===== config.mk =====
export PLATFORM = sky130hd
export DESIGN_NAME = uart_rx_fifo
export DESIGN_NICKNAME = d
export VERILOG_FILES = /design/src/rtl/uart_pkg.sv /design/src/rtl/uart_fifo_mem.sv /design/src/rtl/uart_rx_fifo.sv
export SDC_FILE = /design/constraint.sdc
export NUM_CORES = 1
export LEC_CHECK = 0
export CAP_MARGIN = 5
export CORE_ASPECT_RATIO = 0.6
export CORE_MARGIN = 1
export CORE_UTILIZATION = 35
export CTS_BUF_LIST = sky130_fd_sc_hd__clkbuf_2 sky130_fd_sc_hd__clkbuf_4 sky130_fd_sc_hd__clkbuf_8
export CTS_CLUSTER_SIZE = 8
export DETAILED_ROUTE_END_ITERATION = 16
export DONT_BUFFER_PORTS = 1
export GPL_TIMING_DRIVEN = 0
export REMOVE_ABC_BUFFERS = 1
export SLEW_MARGIN = 20
export SYNTH_ARGS = -nofsm -noshare
export SYNTH_HDL_FRONTEND = slang
export SYNTH_SLANG_ARGS = --single-unit

===== constraint.sdc =====
create_clock -name i_clk -period 5.2 [get_ports i_clk]
set_input_delay 0.52 -clock i_clk [delete_from_list [all_inputs] [get_ports i_clk]]
set_output_delay 0.52 -clock i_clk [all_outputs]
set_load 0.02 [all_outputs]

===== src/rtl/uart_pkg.sv =====
// Shared UART constants: byte width and default receive-buffer geometry.
package uart_pkg;
    localparam int UART_DATA_W     = 8;
    localparam int UART_FIFO_DEPTH = 16;
    localparam int UART_FIFO_AFULL = 12;
endpackage


===== src/rtl/uart_fifo_mem.sv =====
// DEPTH x DATA_W storage: synchronous write, asynchronous read, no reset.
// Zero-latency read; no flow control of its own, the owner gates i_wr_en.
module uart_fifo_mem #(
    parameter int DATA_W = 8,
    parameter int DEPTH  = 16,
    parameter int AW     = $clog2(DEPTH)
) (
    input  logic              i_clk,
    input  logic              i_wr_en,
    input  logic [AW-1:0]     i_wr_addr,
    input  logic [DATA_W-1:0] i_wr_data,
    input  logic [AW-1:0]     i_rd_addr,
    output logic [DATA_W-1:0] o_rd_data
);
    logic [DATA_W-1:0] r_mem [DEPTH];

    always_ff @(posedge i_clk) begin
        if (i_wr_en) begin
            r_mem[i_wr_addr] <= i_wr_data;
        end
    end

    assign o_rd_data = r_mem[i_rd_addr];
endmodule


===== src/rtl/uart_rx_fifo.sv =====
// First-word-fall-through byte buffer behind the UART receiver; write-to-read latency 1 cycle.
// Consumer stalls with rd_ready=0; bytes arriving while full are dropped and flagged in sticky overrun.
module uart_rx_fifo
    import uart_pkg::*;
#(
    parameter int DATA_W    = UART_DATA_W,
    parameter int DEPTH     = UART_FIFO_DEPTH,
    parameter int AFULL_LVL = UART_FIFO_AFULL
) (
    input  logic                     i_clk,
    input  logic                     i_rst_n,
    input  logic [DATA_W-1:0]        i_wr_data,
    input  logic                     i_wr_en,
    output logic [DATA_W-1:0]        o_rd_data,
    output logic                     o_rd_valid,
    input  logic                     i_rd_ready,
    output logic [$clog2(DEPTH):0]   o_count,
    output logic                     o_full,
    output logic                     o_almost_full,
    output logic                     o_overrun,
    input  logic                     i_ovr_clr
);
    localparam int AW = $clog2(DEPTH);
    localparam int CW = AW + 1;
    localparam logic [CW-1:0] C_DEPTH = CW'(DEPTH);
    localparam logic [CW-1:0] C_AFULL = CW'(AFULL_LVL);

    logic [AW-1:0]     r_wr_ptr;
    logic [AW-1:0]     r_rd_ptr;
    logic [CW-1:0]     r_count;
    logic              r_overrun;
    logic              w_empty;
    logic              w_full;
    logic              w_push;
    logic              w_pop;
    logic              w_drop;
    logic [DATA_W-1:0] w_head;

    // Flags decode from the occupancy counter so a full queue is never mistaken for empty.
    assign w_empty = (r_count == '0);
    assign w_full  = (r_count == C_DEPTH);
    assign w_pop   = !w_empty && i_rd_ready;
    assign w_push  = i_wr_en && (!w_full || w_pop);
    assign w_drop  = i_wr_en && w_full && !w_pop;

    always_ff @(posedge i_clk or negedge i_rst_n) begin
        if (!i_rst_n) begin
            r_wr_ptr  <= '0;
            r_rd_ptr  <= '0;
            r_count   <= '0;
            r_overrun <= 1'b0;
        end else begin
            if (w_push) begin
                r_wr_ptr <= r_wr_ptr + AW'(1);
            end
            if (w_pop) begin
                r_rd_ptr <= r_rd_ptr + AW'(1);
            end
            if (w_push && !w_pop) begin
                r_count <= r_count + CW'(1);
            end else if (w_pop && !w_push) begin
                r_count <= r_count - CW'(1);
            end
            // A fresh drop must survive a clear issued in the same cycle.
            if (w_drop) begin
                r_overrun <= 1'b1;
            end else if (i_ovr_clr) begin
                r_overrun <= 1'b0;
            end
        end
    end

    uart_fifo_mem #(
        .DATA_W (DATA_W),
        .DEPTH  (DEPTH),
        .AW     (AW)
    ) u_mem (
        .i_clk     (i_clk),
        .i_wr_en   (w_push),
        .i_wr_addr (r_wr_ptr),
        .i_wr_data (i_wr_data),
        .i_rd_addr (r_rd_ptr),
        .o_rd_data (w_head)
    );

    assign o_rd_data     = w_empty ? '0 : w_head;
    assign o_rd_valid    = !w_empty;
    assign o_count       = r_count;
    assign o_full        = w_full;
    assign o_almost_full = (r_count >= C_AFULL);
    assign o_overrun     = r_overrun;
endmodule


==> flow_metrics.env, run 1 <==
export IMPL_ios=30
export IMPL_routed_via_density=4.98
export IMPL_row_count=36
export IMPL_instances_no_fill=556
export IMPL_cts_root_buf="clkbuf_8"
export IMPL_synth_ff_type="edfxtp_1"
export IMPL_combPwrFrac_pct=29.0
export IMPL_drtAntennaViolNets=0
export IMPL_final_setup_viol_count=0
export IMPL_cp_arrival_ps=3570
export IMPL_ys_seq_elements=142
export IMPL_critPathLaunchType="flip-flop"
export IMPL_routabilityCongestion=0.777
export IMPL_grtUsageTotal_pct=14.1
export IMPL_h_tree_depth=4
export IMPL_numCtsBuffers=17
export IMPL_holdCritPathClass="primary input to flip-flop"
export IMPL_timing_fmax_ghz=0.306
export IMPL_die_h_microns=102
export IMPL_wl_per_cell_microns=20.1
export IMPL_vias=2770
export IMPL_power_mw=3.60
export IMPL_cp_slowest_stage_delay_ps=610
export IMPL_drt_iter0_drc=283
export IMPL_drc_errors=0
export IMPL_seqPwrFrac_pct=45.3
export IMPL_min_to="u_mem.r_mem[2][1]$_DFFE_PP_"
export IMPL_pwr_share_clk_pct=25.7
export IMPL_critPathKind="flip-flop to flip-flop"
export IMPL_yosysWarningCount=0
export IMPL_grt_pass1_vias=2854
export IMPL_worstPathMaxFanout=8
export IMPL_fillers=1481
export IMPL_seq_area_frac_synth_pct=71.5
export IMPL_r2r_end="o_count[4]$_DFFE_PN0P_"
export IMPL_pre_cts_ws_ps=2010
export IMPL_synth_area_leaders="edfxtp_1 (66%), mux4_2 (12%), dfrtp_1 (6.0%)"
export IMPL_async_flop_share_pct=9.86
export IMPL_ff_latch_area_sq_um=4200
export IMPL_slew_headroom_pct=34.0
export IMPL_syn_area_sq_um=5860
export IMPL_internal_power_mw=2.38
export IMPL_start_util_pct=36.0
export IMPL_final_cell_mix="edfxtp_1 (128), mux4_2 (32), clkbuf_8 (17)"
export IMPL_period_minus_slack_ps=3270
export IMPL_slew_violations=0
export IMPL_ff2ff_setup_slack_ps=1930
export IMPL_cts_sinks=142
export IMPL_post_cts_resized=0
export IMPL_cts_buffer_depth=2
export IMPL_status="complete, no violations"
export IMPL_cts_tree="done"
export IMPL_finClkSkew_ps=8.05
export IMPL_multi_input_area_sq_um=1550
export IMPL_grt_start_max_net_pins=26
export IMPL_wirelength_mm=11.2
export IMPL_portBuffers=0
export IMPL_diodes=0
export IMPL_finalSetupTns_ps=0
export IMPL_dr_pass1_iters=4
export IMPL_place_inst=523
export IMPL_path_buf_inv=2
export IMPL_worstSetupEndpointType="flip-flop"
export IMPL_swShare_pct=33.9
export IMPL_die_w_microns=169
export IMPL_worstSkewPairLatency_ps=440
export IMPL_power_density_nw_per_um2=549
export IMPL_maxCapViolations=0
export IMPL_synth_cell_types=39
export IMPL_antenna_found_initial=0
export IMPL_hold_path_depth=0
export IMPL_synth_edf_count=128
export IMPL_rr_worst_depth=10
export IMPL_synthToLayoutAreaGrowth_pct=11.7
export IMPL_fin_ws_ps=1930
export IMPL_clk_pin_slew_worst_paths_ps=80
export IMPL_path_delay_family="compound AO/OA/AOI/OAI gates"
export IMPL_finalHoldViolCount=0
export IMPL_syn_area_per_cell_sq_um=19.1
export IMPL_p_leak_nw=2.15
export IMPL_reg2reg_from="o_count[0]$_DFFE_PN0P_"
export IMPL_yosys_area_top_type="edfxtp_1"
export IMPL_worst_pin_slew_ps=987
export IMPL_final_common_cell="edfxtp_1"
export IMPL_grt_overflow=0
export IMPL_die_area_sq_um=17300
export IMPL_nets=339
export IMPL_crit_chain="or4_4 -> o31ai_4 -> inv_4 -> ha_1 -> inv_1 -> ha_1 -> nor2b_1 -> o21a_1 -> o2111ai_1 -> o311ai_0"
export IMPL_final_layout_size_suffix_gt1_share_pct=26.8
export IMPL_synth_cells=307
export IMPL_slowest_stage="or4_4"
export IMPL_p_switching_mw=1.22
export IMPL_synth_top_area_share_pct=65.6
export IMPL_core_area_sq_um=16300
export IMPL_period_share_pct=62.9
export IMPL_rsz0062_at_grt="no"
export IMPL_critical_path_required_ps=5500
export IMPL_min_from="i_wr_data[1]"
export IMPL_hpwlAfterDp_mm=7.26
export IMPL_grt_pass1_wl_mm=17.0
export IMPL_vdd_drop_max_uv=271
export IMPL_critPathMostFrequentCell="ha_1"
-- flip-flops by register name, indices dropped and copies added, names as in the netlist --
| signal | flops |
|---|---|
| o_count | 5 |
| o_overrun | 1 |
| r_rd_ptr | 4 |
| r_wr_ptr | 4 |
| u_mem.r_mem | 128 |
-- power by group through the flow --
| stage | logic [mW] | clock network (mW) | registers (mW) |
|---|---|---|---|
| 2_1_floorplan | 0.768 | 0 | 1.63 |
| 3_3_place_gp | 0.935 | 0 | 1.73 |
| 3_5_place_dp | 1.05 | 0 | 1.66 |
| 4_1_cts | 1.06 | 0.943 | 1.63 |
| 5_1_grt | 1.15 | 0.990 | 1.66 |
| 6_report | 1.04 | 0.925 | 1.63 |
-- per-layer routing --
layer | wire (microns) | GRT usage [%]
met5 | 0 | 0
met4 | 42 | 4.37
met3 | 858 | 4.30
met2 | 4750 | 19.5
met1 | 5500 | 21.0
-- stage by stage --
step	hold WS, ps	area, sq um	util [%]
finish	173	6550	40.2
floorplan	224	5790	-
global route	137	6550	40.2
detailed placement	225	6120	37.5
global placement	225	6070	37.2
CTS	147	6550	40.2
-- cells by family after synthesis --
kind of cell / after synthesis / share of synthesized area, %
compound gates: 28 / 3.05
xor+xnor: 9 / 1.34
fa+ha+maj: 11 / 2.48
buf+inv: 25 / 2.03
flops: 142 / 71.5
mux: 50 / 15.6
simple gates: 42 / 4.01
-- synth_stat cells, drive strengths merged (2+ instances only) --
cell,n
edfxtp,128
mux4,32
dfrtp,14
inv,11
o21ai,11
a21oi,10
buf,10
ha,10
mux2,9
mux2i,9
nand2,9
and2,8
nand3,7
xnor2,7
nor2,6
and3,4
clkbuf,4
o2111ai,3
nand4,2
xor2,2
-- repair_timing --
action	4_1_cts	5_1_grt
buffers inserted	0	0
hold buffers	1	0
setup endpoints to repair	0	0
hold endpoints to repair	14	0
-- worst max path at each step --
stage	startpoint	cells after the start	to	slack [ps]
global route	o_count[1]$_DFFE_PN0P_	9	o_count[4]$_DFFE_PN0P_	1750
detailed placement	o_count[1]$_DFFE_PN0P_	10	o_count[4]$_DFFE_PN0P_	2010
global placement	r_rd_ptr[1]$_DFFE_PN0N_	4	o_rd_data[0]	1590
CTS	o_count[1]$_DFFE_PN0P_	10	o_count[4]$_DFFE_PN0P_	1970
floorplan	o_count[1]$_DFFE_PN0P_	10	o_count[4]$_DFFE_PN0P_	2330
finish	o_count[0]$_DFFE_PN0P_	10	o_count[4]$_DFFE_PN0P_	1930
-- area by class of cell --
type | count | share of cell area [%]
multi-input combinational | 140 | 23.7
clock inverter | 15 | 2.85
inverter | 11 | 0.669
tap | 228 | 4.36
clock buffer | 17 | 3.57
sequential | 142 | 64.1
timing repair buffer | 3 | 0.764
Power figures use the tool's default switching activity.
==> run 2: changes to the inputs <==
==> constraint.sdc (replaced) <==
create_clock -name i_clk -period 3.15 [get_ports i_clk]
set_input_delay 0.315 -clock i_clk [delete_from_list [all_inputs] [get_ports i_clk]]
set_output_delay 0.315 -clock i_clk [all_outputs]
set_load 0.02 [all_outputs]
==> flow_metrics.env, run 2 (synthesis results as in run 1) <==
export IMPL_status="complete, no violations"
export IMPL_finClkSkew_ps=7.89
export IMPL_pre_cts_ws_ps=-36.5
export IMPL_hpwlAfterDp_mm=7.26
export IMPL_drtAntennaViolNets=0
export IMPL_critical_path_required_ps=3460
export IMPL_critPathKind="flip-flop to flip-flop"
export IMPL_endpoint="o_count[4]$_DFFE_PN0P_"
export IMPL_final_layout_size_suffix_gt1_share_pct=27.3
export IMPL_cts_buffer_depth=2
export IMPL_drc_errors=0
export IMPL_routed_via_density=4.92
export IMPL_die_w_microns=169
export IMPL_final_setup_viol_count=0
export IMPL_routabilityCongestion=0.777
export IMPL_die_area_sq_um=17300
export IMPL_grtUsageTotal_pct=14.2
export IMPL_instances_no_fill=565
export IMPL_critPathLaunchType="flip-flop"
export IMPL_worst_pin_slew_ps=1020
export IMPL_grt_overflow=0
export IMPL_cp_arrival_ps=3290
export IMPL_max_flop_register="u_mem.r_mem"
export IMPL_place_area_sq_um=6120
export IMPL_r2r_end="o_count[4]$_DFFE_PN0P_"
export IMPL_diodes=0
export IMPL_crit_start="o_count[1]$_DFFE_PN0P_"
export IMPL_rsz0062_at_grt="no"
export IMPL_timing_fmax_ghz=0.335
export IMPL_worstPathMaxFanout=6
export IMPL_cts_root_buf="clkbuf_8"
export IMPL_wl_per_cell_microns=19.7
export IMPL_vias=2778
export IMPL_period_minus_slack_ps=2980
export IMPL_worstSkewPairLatency_ps=430
export IMPL_portBuffers=0
export IMPL_reg2reg_from="o_count[1]$_DFFE_PN0P_"
export IMPL_row_count=36
export IMPL_holdCritPathClass="primary input to flip-flop"
export IMPL_fin_util_pct=40.7
export IMPL_cts_tree="done"
export IMPL_antenna_found_initial=0
export IMPL_slew_violations=0
export IMPL_place_inst=523
export IMPL_nets=348
export IMPL_die_h_microns=102
export IMPL_ios=30
export IMPL_wirelength_mm=11.1
export IMPL_ff2ff_setup_slack_ps=170
export IMPL_whs_ps=46.0
export IMPL_fin_ws_ps=169
export IMPL_synthToLayoutAreaGrowth_pct=13.3
export IMPL_final_area_sq_um=6640
export IMPL_cts_sinks=142
export IMPL_grt_start_max_net_pins=26
export IMPL_period_share_pct=94.6
export IMPL_drt_iter0_drc=307
export IMPL_slew_headroom_pct=31.5
export IMPL_rr_worst_depth=10
export IMPL_finalHoldViolCount=0
export IMPL_clk_pin_slew_worst_paths_ps=80
export IMPL_power_density_nw_per_um2=900
export IMPL_numCtsBuffers=17
export IMPL_grt_pass1_wl_mm=17.3
export IMPL_maxCapViolations=0
export IMPL_core_area_sq_um=16300
export IMPL_largest_reg_flops=128
export IMPL_grt_pass1_vias=2896
export IMPL_final_common_cell="edfxtp_1"
export IMPL_start_util_pct=36.0
export IMPL_h_tree_depth=4
export IMPL_dr_pass1_iters=4
export IMPL_vdd_drop_max_uv=450
export IMPL_p_leak_nw=2.18
export IMPL_worstSetupEndpointType="flip-flop"
export IMPL_final_cell_mix="edfxtp_1 (128), mux4_2 (32), clkbuf_8 (17)"
## run 2: final cells by class
class	count	area, sq um
multi-input cells	140	1550
repair buffers	12	138
fillers	1478	9670
inverters	11	43.8
clock buffers	17	234
clock inverters	15	186
well taps	228	285
flip-flops and latches	142	4200
## run 2: how the worst min path moves through the flow
stage                 start  slack [ps]                      end  cells after the start
finish              i_wr_en          50    o_overrun$_DFFE_PN0P_                      1
global route        i_wr_en          20    o_overrun$_DFFE_PN0P_                      1
CTS                 i_wr_en          20    o_overrun$_DFFE_PN0P_                      1
detailed placement  i_rst_n          20  r_wr_ptr[3]$_DFFE_PN0P_                      0
global placement    i_rst_n          20  r_wr_ptr[2]$_DFFE_PN0P_                      0
floorplan           i_rst_n          20   o_count[0]$_DFFE_PN0P_                      0
## run 2: report_power, final
part / switching [mW] / total [mW] / internal (mW)
Sequential: 0.381 / 2.69 / 2.31
Combinational: 0.926 / 1.75 / 0.829
Clock: 0.730 / 1.53 / 0.798
## run 2: layer usage
layer	routed length [microns]	global-route usage (%)	vias up	part of all wire [%]
met1	5270	21.2	1419	47
met3	973	4.26	8	8.7
li1	-	-	1262	-
met5	0	0	-	0
met2	4820	19.9	89	43
met4	77	4.37	0	0.69
## run 2: critical path, cell delays in order (launching register included)
cell	delay [ps]
dfrtp_2	500
or4_4	590
o31ai_4	310
inv_4	80
ha_1	300
inv_2	140
ha_1	240
nor2b_1	160
o21a_1	200
o2111ai_1	210
o311ai_1	120
## run 2: timing repair
item,in CTS,in global routing
pin swaps,1,0
hold endpoints to repair,142,0
endpoints found under the setup margin,1,2
gates resized for setup,0,4
buffers inserted,1,0
cloned,0,0
hold buffers,9,0
## run 2: stage by stage
step           TNS [ps]  power, mW
2_1_floorplan         0       3.97
3_3_place_gp      -1420       4.41
3_5_place_dp      -36.5       4.48
4_1_cts               0       6.04
5_1_grt               0       6.32
6_report              0       5.97
==> run 3: changes to the inputs <==
--- a/config.mk
+++ b/config.mk
@@ -8,12 +8,13 @@
 export CAP_MARGIN = 5
 export CORE_ASPECT_RATIO = 0.6
 export CORE_MARGIN = 1
-export CORE_UTILIZATION = 35
+export CORE_UTILIZATION = 60
 export CTS_BUF_LIST = sky130_fd_sc_hd__clkbuf_2 sky130_fd_sc_hd__clkbuf_4 sky130_fd_sc_hd__clkbuf_8
 export CTS_CLUSTER_SIZE = 8
 export DETAILED_ROUTE_END_ITERATION = 16
 export DONT_BUFFER_PORTS = 1
 export GPL_TIMING_DRIVEN = 0
+export PLACE_DENSITY = 0.76
 export REMOVE_ABC_BUFFERS = 1
 export SLEW_MARGIN = 20
 export SYNTH_ARGS = -nofsm -noshare
==> flow_metrics.env, run 3 (synthesis results as in run 1) <==
export IMPL_h_tree_depth=4
export IMPL_combPwrFrac_pct=29.4
export IMPL_nets=348
export IMPL_crit_chain="or4_4 -> o31ai_4 -> inv_4 -> ha_2 -> inv_2 -> ha_1 -> nor2b_1 -> o21a_1 -> o2111ai_1 -> o311ai_0"
export IMPL_critPathKind="flip-flop to flip-flop"
export IMPL_drt_iter0_drc=353
export IMPL_rr_worst_depth=10
export IMPL_timing_fmax_ghz=0.339
export IMPL_cp_arrival_ps=3250
export IMPL_critPathLaunchType="flip-flop"
export IMPL_finalHoldViolCount=0
export IMPL_row_count=27
export IMPL_status="complete, no violations"
export IMPL_pwr_share_clk_pct=25.4
export IMPL_internal_power_mw=3.94
export IMPL_maxCapViolations=0
export IMPL_swShare_pct=33.8
export IMPL_cp_slowest_stage_delay_ps=580
export IMPL_routabilityCongestion=0.758
export IMPL_numCtsBuffers=17
export IMPL_worstSkewPairLatency_ps=440
export IMPL_core_area_sq_um=9320
export IMPL_slew_violations=0
export IMPL_grt_overflow=0
export IMPL_routed_via_density=6.02
export IMPL_drtAntennaViolNets=0
export IMPL_seqPwrFrac_pct=45.1
export IMPL_vdd_drop_max_uv=506
export IMPL_min_from="i_wr_en"
export IMPL_hold_path_depth=1
export IMPL_clk_pin_slew_worst_paths_ps=80
export IMPL_final_cell_mix="edfxtp_1 (128), mux4_2 (32), clkbuf_8 (17)"
export IMPL_slew_headroom_pct=35.5
export IMPL_topRoutingLayerUsed="met4"
export IMPL_vias=2813
export IMPL_cts_sinks=142
export IMPL_grt_pass1_vias=2876
export IMPL_portBuffers=0
export IMPL_cts_buffer_depth=2
export IMPL_grt_pass1_wl_mm=16.4
export IMPL_cts_tree="done"
export IMPL_holdCritPathClass="primary input to flip-flop"
export IMPL_rsz0062_at_grt="no"
export IMPL_worstPathMaxFanout=6
export IMPL_hpwlAfterDp_mm=6.79
export IMPL_die_w_microns=130
export IMPL_worst_pin_slew_ps=963
export IMPL_die_area_sq_um=10200
export IMPL_final_layout_size_suffix_gt1_share_pct=27.6
export IMPL_p_leak_nw=2.18
export IMPL_fin_util_pct=69.9
export IMPL_cts_root_buf="clkbuf_8"
export IMPL_fin_ws_ps=199
export IMPL_largest_reg_flops=128
export IMPL_finalSetupTns_ps=0
export IMPL_final_setup_viol_count=0
export IMPL_period_minus_slack_ps=2950
export IMPL_drc_errors=0
export IMPL_crit_start="o_count[0]$_DFFE_PN0P_"
export IMPL_final_common_cell="edfxtp_1"
export IMPL_die_h_microns=78.6
export IMPL_synthToLayoutAreaGrowth_pct=11.1
export IMPL_grt_start_max_net_pins=27
export IMPL_critical_path_required_ps=3450
export IMPL_wl_per_cell_microns=22.8
export IMPL_reg2reg_from="o_count[0]$_DFFE_PN0P_"
export IMPL_wl_met1_mm=5.00
export IMPL_power_mw=5.95
export IMPL_diodes=0
export IMPL_fillers=599
export IMPL_instances_no_fill=467
export IMPL_grtUsageTotal_pct=23.8
export IMPL_place_inst=425
export IMPL_power_density_nw_per_um2=913
export IMPL_antenna_found_initial=0
export IMPL_dr_pass1_iters=4
export IMPL_p_switching_mw=2.01
export IMPL_worstSetupEndpointType="flip-flop"
export IMPL_ios=30
export IMPL_dr_wl_met2_mm=4.72
export IMPL_slowest_stage="or4_4"
export IMPL_start_util_pct=62.9
export IMPL_dr_wl_met3_microns=812
export IMPL_period_share_pct=93.7
export IMPL_finClkSkew_ps=9.10
export IMPL_max_flop_register="u_mem.r_mem"
export IMPL_pre_cts_ws_ps=-87.3
export IMPL_wirelength_mm=10.6
[run 3: cell counts in the layout (fill, tap and decap cells not counted)]
Identical to the previous run, type by type.
[run 3: what timing repair did]
item                                    CTS  global route
gates resized for setup                   0             4
buffers inserted                          1             0
endpoints found under the setup margin    1             1
hold buffers                              9             0
pin swaps                                 1             0
endpoints found under the hold margin   142             0
[run 3: stage by stage]
stage	hold WS (ps)	instance area [sq um]
after CTS	43.1	6510
final	56.0	6520
after floorplan	19.4	5790
after global placement	19.7	5950
after global routing	46.8	6520
after detailed placement	19.7	5990
[run 3: worst max-delay path, delay by kind of cell (launching register included)]
family	cells	cell delay (ps)
AND/OR/NAND/NOR	2	730
AO/OA/AOI/OAI	4	860
flip-flops	1	510
adder cells (fa/ha/maj)	2	500
buffers and inverters	2	210
[run 3: layer usage]
| metal | GRT usage (%) | up-vias |
|---|---|---|
| met2 | 32.1 | 112 |
| met4 | 9.30 | 0 |
| met1 | 36.4 | 1433 |
| li1 | - | 1259 |
| met5 | 0 | - |
| met3 | 7.29 | 9 |
[run 3: layout make-up]
class                      count  area, sq um  share of cell area (%)
multi-input combinational    140         1550                    23.8
clock inverter                15          185                    2.84
tap                          130          163                    2.50
clock buffer                  17          234                    3.59
inverter                      11         43.8                   0.672
sequential                   142         4200                    64.5
timing repair buffer          12          138                    2.11
[run 3: power groups by stage]
stage | clock network [mW] | logic [mW] | registers [mW]
6_report | 1.51 | 1.75 | 2.69
3_3_place_gp | 0 | 1.52 | 2.85
3_5_place_dp | 0 | 1.73 | 2.72
5_1_grt | 1.61 | 1.90 | 2.72
2_1_floorplan | 0 | 1.27 | 2.70
4_1_cts | 1.53 | 1.77 | 2.68
[run 3: path summary, 6_finish.rpt]
kind	slack (ps)	to
min reg2reg	610	r_wr_ptr[3]$_DFFE_PN0P_
min	60	o_overrun$_DFFE_PN0P_
max	200	o_count[4]$_DFFE_PN0P_
max reg2reg	200	o_count[4]$_DFFE_PN0P_
min in group asynchronous	350	o_count[1]$_DFFE_PN0P_
max in group asynchronous	2330	r_rd_ptr[1]$_DFFE_PN0N_
